File: config.mk
export PLATFORM = sky130hd
export DESIGN_NAME = video_sig_gen_flat
export DESIGN_NICKNAME = d
export VERILOG_FILES = /design/src/rtl/video_sig_gen_if.sv /design/src/rtl/video_sig_gen.sv /design/src/flat_wrapper.sv
export SDC_FILE = /design/constraint.sdc
export NUM_CORES = 1
export LEC_CHECK = 0
export CORE_UTILIZATION = 45
export CTS_BUF_LIST = sky130_fd_sc_hd__clkbuf_16
export DETAILED_ROUTE_END_ITERATION = 10
export PLACE_DENSITY_LB_ADDON = 0.05
export SYNTH_ARGS = -nofsm -noshare
export SYNTH_HDL_FRONTEND = slang
export SYNTH_SLANG_ARGS = --single-unit
File: constraint.sdc
create_clock -name pixel_clk_in -period 5.7 [get_ports pixel_clk_in]
set_clock_uncertainty 0.2 [all_clocks]
set_input_delay 1.14 -clock pixel_clk_in [delete_from_list [all_inputs] [get_ports pixel_clk_in]]
set_output_delay 1.14 -clock pixel_clk_in [all_outputs]
set_load 0.02 [all_outputs]
File: src/rtl/video_sig_gen_if.sv
// rtl/video_sig_gen_if.sv - raster scan position, sync and strobe bundle from video_sig_gen
interface video_sig_gen_if;
   logic [10:0] hcount_out;
   logic [9:0]  vcount_out;
   logic        hs_out;
   logic        vs_out;
   logic        ad_out;
   logic        nf_out;
   logic [5:0]  fc_out;
   logic        hs_dly_out;
   logic        vs_dly_out;
   logic        ad_dly_out;

   modport master (
      output hcount_out, vcount_out, hs_out, vs_out, ad_out, nf_out, fc_out,
             hs_dly_out, vs_dly_out, ad_dly_out
   );

   modport slave (
      input hcount_out, vcount_out, hs_out, vs_out, ad_out, nf_out, fc_out,
            hs_dly_out, vs_dly_out, ad_dly_out
   );
endinterface

File: src/rtl/video_sig_gen.sv
// rtl/video_sig_gen.sv - raster timing generator with delayed sync/active copies
module video_sig_gen #(
   parameter int ACTIVE_H     = 1280,
   parameter int H_FRONT      = 110,
   parameter int H_SYNC       = 40,
   parameter int H_BACK       = 220,
   parameter int ACTIVE_V     = 720,
   parameter int V_FRONT      = 5,
   parameter int V_SYNC       = 5,
   parameter int V_BACK       = 20,
   parameter int FPS          = 60,
   parameter int DELAY_STAGES = 4
) (
   input  logic            pixel_clk_in,
   input  logic            rst_in,
   video_sig_gen_if.master vid
);
   localparam int TOTAL_H = ACTIVE_H + H_FRONT + H_SYNC + H_BACK;
   localparam int TOTAL_V = ACTIVE_V + V_FRONT + V_SYNC + V_BACK;

   localparam logic [10:0] H_LAST   = 11'(TOTAL_H - 1);
   localparam logic [9:0]  V_LAST   = 10'(TOTAL_V - 1);
   localparam logic [10:0] H_ACT    = 11'(ACTIVE_H);
   localparam logic [9:0]  V_ACT    = 10'(ACTIVE_V);
   localparam logic [10:0] HS_START = 11'(ACTIVE_H + H_FRONT);
   localparam logic [10:0] HS_END   = 11'(ACTIVE_H + H_FRONT + H_SYNC);
   localparam logic [9:0]  VS_START = 10'(ACTIVE_V + V_FRONT);
   localparam logic [9:0]  VS_END   = 10'(ACTIVE_V + V_FRONT + V_SYNC);
   localparam logic [5:0]  FC_LAST  = 6'(FPS - 1);

   logic [10:0] h_q, h_d;
   logic [9:0]  v_q, v_d;
   logic        hs_q, hs_d;
   logic        vs_q, vs_d;
   logic        ad_q, ad_d;
   logic        nf_q, nf_d;
   logic [5:0]  fc_q, fc_d;

   // Each entry holds {hs, vs, ad}; entry DELAY_STAGES-1 is the oldest.
   logic [2:0]  pipe_q [DELAY_STAGES];

   always_comb begin
      h_d = h_q + 11'd1;
      v_d = v_q;
      if (h_q == H_LAST) begin
         h_d = 11'd0;
         v_d = (v_q == V_LAST) ? 10'd0 : v_q + 10'd1;
      end

      // Decoding from the next-state counters keeps every flag aligned with
      // the counter value it will be registered alongside.
      hs_d = (h_d >= HS_START) && (h_d < HS_END);
      vs_d = (v_d >= VS_START) && (v_d < VS_END);
      ad_d = (h_d < H_ACT) && (v_d < V_ACT);
      nf_d = (h_d == H_ACT) && (v_d == V_ACT);

      fc_d = fc_q;
      if (nf_d) begin
         fc_d = (fc_q == FC_LAST) ? 6'd0 : fc_q + 6'd1;
      end
   end

   always_ff @(posedge pixel_clk_in or negedge rst_in) begin
      if (!rst_in) begin
         h_q  <= H_LAST;
         v_q  <= V_LAST;
         hs_q <= 1'b0;
         vs_q <= 1'b0;
         ad_q <= 1'b0;
         nf_q <= 1'b0;
         fc_q <= 6'd0;
      end else begin
         h_q  <= h_d;
         v_q  <= v_d;
         hs_q <= hs_d;
         vs_q <= vs_d;
         ad_q <= ad_d;
         nf_q <= nf_d;
         fc_q <= fc_d;
      end
   end

   always_ff @(posedge pixel_clk_in or negedge rst_in) begin
      if (!rst_in) begin
         for (int i = 0; i < DELAY_STAGES; i++) begin
            pipe_q[i] <= 3'b000;
         end
      end else begin
         pipe_q[0] <= {hs_q, vs_q, ad_q};
         for (int i = 1; i < DELAY_STAGES; i++) begin
            pipe_q[i] <= pipe_q[i-1];
         end
      end
   end

   assign vid.hcount_out = h_q;
   assign vid.vcount_out = v_q;
   assign vid.hs_out     = hs_q;
   assign vid.vs_out     = vs_q;
   assign vid.ad_out     = ad_q;
   assign vid.nf_out     = nf_q;
   assign vid.fc_out     = fc_q;
   assign vid.hs_dly_out = pipe_q[DELAY_STAGES-1][2];
   assign vid.vs_dly_out = pipe_q[DELAY_STAGES-1][1];
   assign vid.ad_dly_out = pipe_q[DELAY_STAGES-1][0];
endmodule

File: src/flat_wrapper.sv
// flat-port wrapper written by rule: the top's interface ports become plain ports
module video_sig_gen_flat 
#(
   parameter int ACTIVE_H     = 1280,
   parameter int H_FRONT      = 110,
   parameter int H_SYNC       = 40,
   parameter int H_BACK       = 220,
   parameter int ACTIVE_V     = 720,
   parameter int V_FRONT      = 5,
   parameter int V_SYNC       = 5,
   parameter int V_BACK       = 20,
   parameter int FPS          = 60,
   parameter int DELAY_STAGES = 4
)
  (pixel_clk_in, rst_in, vid_hcount_out, vid_vcount_out, vid_hs_out, vid_vs_out, vid_ad_out, vid_nf_out, vid_fc_out, vid_hs_dly_out, vid_vs_dly_out, vid_ad_dly_out);
  video_sig_gen_if vid_i ();
  input  logic pixel_clk_in;
  input  logic rst_in;
  output wire logic [$bits(vid_i.hcount_out)-1:0] vid_hcount_out;
  output wire logic [$bits(vid_i.vcount_out)-1:0] vid_vcount_out;
  output wire logic [$bits(vid_i.hs_out)-1:0] vid_hs_out;
  output wire logic [$bits(vid_i.vs_out)-1:0] vid_vs_out;
  output wire logic [$bits(vid_i.ad_out)-1:0] vid_ad_out;
  output wire logic [$bits(vid_i.nf_out)-1:0] vid_nf_out;
  output wire logic [$bits(vid_i.fc_out)-1:0] vid_fc_out;
  output wire logic [$bits(vid_i.hs_dly_out)-1:0] vid_hs_dly_out;
  output wire logic [$bits(vid_i.vs_dly_out)-1:0] vid_vs_dly_out;
  output wire logic [$bits(vid_i.ad_dly_out)-1:0] vid_ad_dly_out;
  assign vid_hcount_out = vid_i.hcount_out;
  assign vid_vcount_out = vid_i.vcount_out;
  assign vid_hs_out = vid_i.hs_out;
  assign vid_vs_out = vid_i.vs_out;
  assign vid_ad_out = vid_i.ad_out;
  assign vid_nf_out = vid_i.nf_out;
  assign vid_fc_out = vid_i.fc_out;
  assign vid_hs_dly_out = vid_i.hs_dly_out;
  assign vid_vs_dly_out = vid_i.vs_dly_out;
  assign vid_ad_dly_out = vid_i.ad_dly_out;
  video_sig_gen #(.ACTIVE_H(ACTIVE_H), .H_FRONT(H_FRONT), .H_SYNC(H_SYNC), .H_BACK(H_BACK), .ACTIVE_V(ACTIVE_V), .V_FRONT(V_FRONT), .V_SYNC(V_SYNC), .V_BACK(V_BACK), .FPS(FPS), .DELAY_STAGES(DELAY_STAGES)) u_core (.pixel_clk_in(pixel_clk_in), .rst_in(rst_in), .vid(vid_i));
endmodule
==> results of run 1 <==
-- cell families after synthesis --
family                   count (synthesis)  share of synthesized area, %
adder cells (fa/ha/maj)                  5                         2.834
flip-flops                              43                         49.49
multiplexers                             4                         1.984
buffers and inverters                   20                         4.422
XOR/XNOR                                 9                         3.572
AO/OA/AOI/OAI                           46                         14.51
AND/OR/NAND/NOR                         97                         23.19
-- critical path, cell delays in order (launching register included) --
cell                       delay [ps]
sky130_fd_sc_hd__dfstp_2          600
sky130_fd_sc_hd__ha_1             170
sky130_fd_sc_hd__nand4b_1         200
sky130_fd_sc_hd__or3_1            630
sky130_fd_sc_hd__nor4_1           430
sky130_fd_sc_hd__o211ai_1         150
sky130_fd_sc_hd__or4_1            630
sky130_fd_sc_hd__nor2_1           260
sky130_fd_sc_hd__mux2_2           360
-- sequential cells by signal, summed over array words and instances (netlist names) --
name,count
u_core.vid.hcount_out,11
u_core.vid.vcount_out,10
u_core.pipe_q,9
u_core.vid.fc_out,6
u_core.vid.ad_dly_out,1
u_core.vid.ad_out,1
u_core.vid.hs_dly_out,1
u_core.vid.hs_out,1
u_core.vid.nf_out,1
u_core.vid.vs_dly_out,1
u_core.vid.vs_out,1
-- power by group --
group	internal [µW]	switching (µW)	leakage (µW)
Combinational	0.248	5.60	0.000517
Clock	208	117	0.0000804
Sequential	306	0	0.000528
-- final cells by class --
| type | count | area [µm²] | share of cell area, % |
|---|---|---|---|
| clock buffer | 5 | 125.1 | 4.548 |
| clock inverter | 3 | 46.29 | 1.683 |
| inverter | 9 | 33.78 | 1.228 |
| multi-input combinational | 161 | 1017 | 36.97 |
| sequential | 43 | 1092 | 39.70 |
| tap | 67 | 83.83 | 3.047 |
| timing repair buffer | 36 | 352.8 | 12.82 |
-- worst paths after layout --
kind,start,to,slack (ps),cells after the start
worst min-delay path,u_core.pipe_q[7],u_core.pipe_q[4],150,0
min in group asynchronous,rst_in,u_core.pipe_q[3],800,1
worst min register to register,u_core.pipe_q[7],u_core.pipe_q[4],150,0
worst max register to register,u_core.vid.hcount_out[0],u_core.vid.fc_out[1],1950,8
worst max-delay path,u_core.vid.hcount_out[0],u_core.vid.fc_out[1],1950,8
max in group asynchronous,rst_in,u_core.vid.vcount_out[1],3920,1
-- routing by layer --
layer / share of wire, % / global-route usage, % / vias to the layer above
met2: 46 / 29.56 / 49
met4: 0.90 / 5.229 / 0
met5: 0 / 0 / -
li1: - / - / 879
met3: 4.0 / 4.167 / 5
met1: 49 / 28.82 / 836
-- metrics by stage --
step	worst slack, ps	hold WS, ps	utilization [%]	cells	cell area [µm²]
global placement	2053	132.7	54.62	316	2580
detailed placement	1961	135.5	54.62	316	2580
CTS	1948	149.1	58.25	324	2751
global route	1744	147.6	58.25	324	2751
finish	1945	147.2	58.25	324	2751
floorplan	2319	131.2	-	224	2207
-- cell usage after synthesis, types with 2 or more instances --
master	number	area [µm²]
sky130_fd_sc_hd__a31oi_1	2	12.51
sky130_fd_sc_hd__inv_1	9	33.78
sky130_fd_sc_hd__nor3b_1	2	15.01
sky130_fd_sc_hd__dfstp_2	13	341.6
sky130_fd_sc_hd__xnor2_1	6	52.55
sky130_fd_sc_hd__o21ai_0	10	50.05
sky130_fd_sc_hd__nor2_1	16	60.06
sky130_fd_sc_hd__a21oi_1	7	35.03
sky130_fd_sc_hd__and3_1	7	43.79
sky130_fd_sc_hd__nand3_1	13	65.06
sky130_fd_sc_hd__nor3_1	12	60.06
sky130_fd_sc_hd__o311ai_0	2	17.52
sky130_fd_sc_hd__ha_1	5	62.56
sky130_fd_sc_hd__a211oi_1	2	15.01
sky130_fd_sc_hd__nand4_1	6	37.54
sky130_fd_sc_hd__nand2_1	21	78.83
sky130_fd_sc_hd__dfrtp_1	30	750.7
sky130_fd_sc_hd__mux2_2	3	33.78
sky130_fd_sc_hd__o22ai_1	2	12.51
sky130_fd_sc_hd__or4_1	3	22.52
sky130_fd_sc_hd__clkbuf_1	5	18.77
sky130_fd_sc_hd__xor2_1	3	26.28
sky130_fd_sc_hd__nor2b_1	2	12.51
sky130_fd_sc_hd__buf_6	2	22.52
sky130_fd_sc_hd__buf_2	2	10.01
sky130_fd_sc_hd__a31o_2	2	17.52
sky130_fd_sc_hd__or3_2	2	15.01
sky130_fd_sc_hd__o211ai_1	2	15.01
sky130_fd_sc_hd__nor4_1	4	25.02
sky130_fd_sc_hd__a21o_1	3	22.52
sky130_fd_sc_hd__o31ai_1	4	30.03
-- placed cells by master, fill, tap and decap left out, drive strengths merged, types with 10 or more instances in the layout --
master,netlist,layout
clkdlybuf4s50,0,34
dfrtp,30,30
dfstp,13,13
inv,9,10
nand2,21,21
nand3,13,13
nor2,16,16
nor3,12,12
o21ai,11,11
==> flow_summary.yaml, run 1 <==
synth:
  async_set_or_reset_register_ratio_after_synthesis_pct: 100.0
  netlist_area_um2: 2207
  synth_cell_types: 53
  ys_seq_elements: 43
  post_synth_inst_count: 224
  synth-main-ff-cell: "sky130_fd_sc_hd__dfrtp_1"
  synth.net_count: 231
  seq_area_frac_synth_pct: 49.49
  syn_area_per_cell_um2: 9.853
  synth-edff-count: 0
  yosysWarningCount: 0
routing:
  drt-pass1-iter-count: 4
  drt-vias-per-instance: 5.460
  detailedRoute.firstIterationViolations: 100
  route.vias.total: 1769
  route.detailed.drc: 0
  final_antenna_net_count: 0
  postRouteWirelength_um: 4663
  average_wire_per_cell_in_the_routed_design_um: 14.39
global_routing:
  grt_antenna_before_repair: 0
  grt_max_degree: 44
  grt-ovfl-total: 0
  first_global_vias: 1592
  globalRouteTotalUtil_pct: 19.64
  grt_first_pass_wirelength_um: 7921
clock_tree:
  tritoncts: "built"
  clock_insertion_delay_worst_skew_ps: 280
  ctsRootBufferMaster: "sky130_fd_sc_hd__clkbuf_16"
  cts-hold-fix-buffers: 0
  cts_repair_resize_count: 0
  cts.sinks: 43
  clk_transition_reported_paths_ps: 60
  htree_levels: 2
  clockBufferDepth: 2
  postCtsSetupBuffers: 0
  numCtsBuffers: 5
floorplan:
  chipHeight_um: 72.04
  top_level_ports: 36
  die_area_um2: 5189
  row_count: 25
  die-width_um: 72.04
  core_um2: 4723
  initial_utilization_pct: 46.73
cells_and_area:
  nets: 263
  syn_to_final_growth_pct: 24.66
  total_of_fill_cells_in_the_finished_design: 406
  antennaDiodeCount: 0
  post_route_cells_drive_above_1_share_pct: 14.79
sta:
  rsz_0062_raised_after_global_routing: "no"
  final_period_minus_worst_setup_slack_ps: 3755
  maxSlewViolCount: 0
  tns_ps: 0
  max_freq_mhz: 266.3
  setup_viol: 0
  timing.max_slew.rel_slack_pct: 37.43
  transition_at_the_pin_with_the_smallest_max_transition_slack_ps: 938.6
  report.final.hold_viol_count: 0
  post-route-period-util_pct: 65.87
power:
  p_leak_uw: 0.001125
  report.power.total_uw: 636.9
  max-vdd-ir-drop_uv: 148.3
  power-per-cell-area_nw_per_um2: 231.5
worst_setup_path:
  data_required_time_of_the_critical_path_ps: 5670
  critical_path.endpoint_type: "flip-flop"
  data_arrival_critical_path_ps: 3720
  timing.setup.critical_path_class: "flip-flop to flip-flop"
  timing.critical_path.fanout_max: 16
  timing.critical_path.from_type: "flip-flop"
placement:
  io_buffers: 35
  dpl.hpwl_um: 3255
  finalWeightedCongestion: 0.7828
status:
  run_status: "finished clean"
hold_path:
  hp-class: "flip-flop to flip-flop"
flow_run:
  maxCapViolCount: 0
No activity file was read; power rests on OpenSTA's default activity.
==> run 2: changes to the inputs <==
Clock period 5.7 ns to 3.55 ns, I/O delays scaled along.
==> run 2 against run 1 <==
  * Die area unchanged
  * Largest power group unchanged
  * Routed wire length increased by 2.7%
  * Core utilization increased by 1.6 points
  * Maximum frequency increased by 9.6%
  * Highest routed layer unchanged
  * First-iteration DRC count unchanged
  * Sequential power increased by 60%
  * Total power increased by 62%
  * Count of clock-buffer cells in the layout unchanged
  * Worst hold slack about the same
  * Setup slack got worse by 1800 ps
  * Flip-flop and latch count unchanged
==> flow_summary.yaml, run 2 (synthesized netlist as in run 1, its figures left out) <==
power:
  seqPwrFrac_pct: 47.7
  p_int_uw: 825.3
  report.power.total_uw: 1029
  p_leak_uw: 0.001167
  net_switching_share_of_the_total_power_pct: 19.77
  clock_power_share_pct: 51.4
  max-vdd-ir-drop_uv: 220.5
  switching_power_uw: 203.4
  power-per-cell-area_nw_per_um2: 363.8
  comb_power_share_pct: 0.9
floorplan:
  die-width_um: 72.04
  die_area_um2: 5189
  initial_utilization_pct: 46.73
  row_count: 25
  core_um2: 4723
  top_level_ports: 36
  chipHeight_um: 72.04
worst_setup_path:
  worstSetupStartpoint: "u_core.vid.hcount_out[3]"
  timing.critical_path.from_type: "flip-flop"
  r2r_start: "u_core.vid.hcount_out[3]"
  critical_path.endpoint_type: "flip-flop"
  data_required_time_of_the_critical_path_ps: 3520
  timing.setup.critical_path_class: "flip-flop to flip-flop"
  timing.reg2reg.worst_path_depth: 8
  worstPathCellList: "or3_4 > or3_1 > buf_4 > mux2i_1 > a31o_2 > or4_1 > nor3_1 > mux2_2"
  worst_path_dominant_cell_family: "simple AND/OR/NAND/NOR gates"
  data_arrival_critical_path_ps: 3390
  timing.critical_path.slowest_cell_delay_ps: 550
  timing.critical_path.buf_inv: 1
  crit_cells: 8
  timing.critical_path.fanout_max: 9
  cpMaxStageDelayCell: "sky130_fd_sc_hd__or4_1"
global_routing:
  grt_max_degree: 44
  first_global_vias: 1664
  grt-ovfl-total: 0
  globalRouteTotalUtil_pct: 19.47
  grt_first_pass_wirelength_um: 7886
  grt_antenna_before_repair: 0
cells_and_area:
  final_core_utilization_pct: 59.87
  post_route_cells_drive_above_1_share_pct: 18.42
  largest_register_ffs: 11
  most_used_cells_in_the_layout_excluding_fill_and_tap_cells: "34 x sky130_fd_sc_hd__clkdlybuf4s50_1, 30 x sky130_fd_sc_hd__dfrtp_1, 21 x sky130_fd_sc_hd__nand2_1"
  antennaDiodeCount: 0
  syn_to_final_growth_pct: 28.12
  layout_commonest_cell: "sky130_fd_sc_hd__clkdlybuf4s50_1"
  nets: 272
routing:
  postRouteWirelength_um: 4789
  average_wire_per_cell_in_the_routed_design_um: 14.38
  drt-pass1-iter-count: 4
  final_antenna_net_count: 0
  drt-vias-per-instance: 5.664
  detailedRoute.firstIterationViolations: 100
  route.detailed.drc: 0
  route.vias.total: 1886
clock_tree:
  clk_transition_reported_paths_ps: 70
  postCtsSetupBuffers: 0
  htree_levels: 2
  numCtsBuffers: 5
  tritoncts: "built"
  clockBufferDepth: 2
  clock_insertion_delay_worst_skew_ps: 280
  ctsRootBufferMaster: "sky130_fd_sc_hd__clkbuf_16"
  cts.sinks: 43
sta:
  maxSlewViolCount: 0
  timing.max_slew.rel_slack_pct: 38.52
  fin_worst_hold_slack_ps: 147.7
  post-route-period-util_pct: 96.50
  transition_at_the_pin_with_the_smallest_max_transition_slack_ps: 922.2
  max_freq_mhz: 291.9
  setup_viol: 0
  final_period_minus_worst_setup_slack_ps: 3426
  report.final.hold_viol_count: 0
  post-route-worst-setup-slack_ps: 124.1
placement:
  finalWeightedCongestion: 0.8493
  io_buffers: 35
  place_ws_ps: 108.3
  dpl.hpwl_um: 3356
hold_path:
  hp-class: "flip-flop to flip-flop"
  min_path_cells: 0
  hold_start: "u_core.pipe_q[6]"
flow_run:
  maxCapViolCount: 0
status:
  run_status: "finished clean"
## run 2: changes by cell type in the layout (fill, tap and decap cells not counted)
cell                     delta
sky130_fd_sc_hd__buf_4      +9
sky130_fd_sc_hd__nor2_1     -1
sky130_fd_sc_hd__nor2_2     +1
sky130_fd_sc_hd__nor4_1     -1
sky130_fd_sc_hd__nor4_2     +1
## run 2: layout make-up
| class | count | area [µm²] |
|---|---|---|
| fill | 411 | 1896 |
| sequential | 43 | 1092 |
| multi-input combinational | 161 | 1026 |
| timing repair buffer | 45 | 420.4 |
| clock buffer | 5 | 125.1 |
| tap | 67 | 83.83 |
| clock inverter | 3 | 46.29 |
| inverter | 9 | 33.78 |
## run 2: through the flow
| stage | area (µm²) | std cells | setup TNS, ps |
|---|---|---|---|
| after floorplan | 2207 | 224 | 0 |
| after global placement | 2648 | 325 | 0 |
| after detailed placement | 2648 | 325 | 0 |
| after CTS | 2819 | 333 | 0 |
| after global routing | 2828 | 333 | -18.71 |
| final | 2828 | 333 | 0 |
## run 2: worst paths after layout
check                      slack (ps)                       end
max                               120      u_core.vid.fc_out[2]
min                               150          u_core.pipe_q[3]
max reg2reg                       120      u_core.vid.fc_out[2]
min reg2reg                       150          u_core.pipe_q[3]
max in group asynchronous        2210  u_core.vid.vcount_out[1]
min in group asynchronous         370          u_core.pipe_q[5]
## run 2: power groups by stage
stage | logic [µW] | registers, µW | clock network [µW]
final | 9.26 | 491 | 529
after global routing | 11.9 | 490 | 558
after CTS | 10.3 | 491 | 538
after detailed placement | 10.3 | 499 | 0
after global placement | 10.2 | 499 | 0
after floorplan | 0.000421 | 499 | 0
## run 2: timing repair
item                       in CTS  in global routing
setup endpoints to repair       0                  6
resized for setup               0                  2
hold buffers                    0                  0
## run 2: metal layers
metal	up-vias	share of wire, %	track usage (%)
li1	905	-	-
met1	917	48	27.61
met2	60	46	29.56
met3	4	4.7	4.306
met4	0	0.71	6.754
met5	-	0	0
==> run 3: changes to the inputs <==
Settings changed: CTS_CLUSTER_SIZE set to 16.
==> results of run 3 <==
No change in the layout: final DEF, timing and power equal those of run 2.
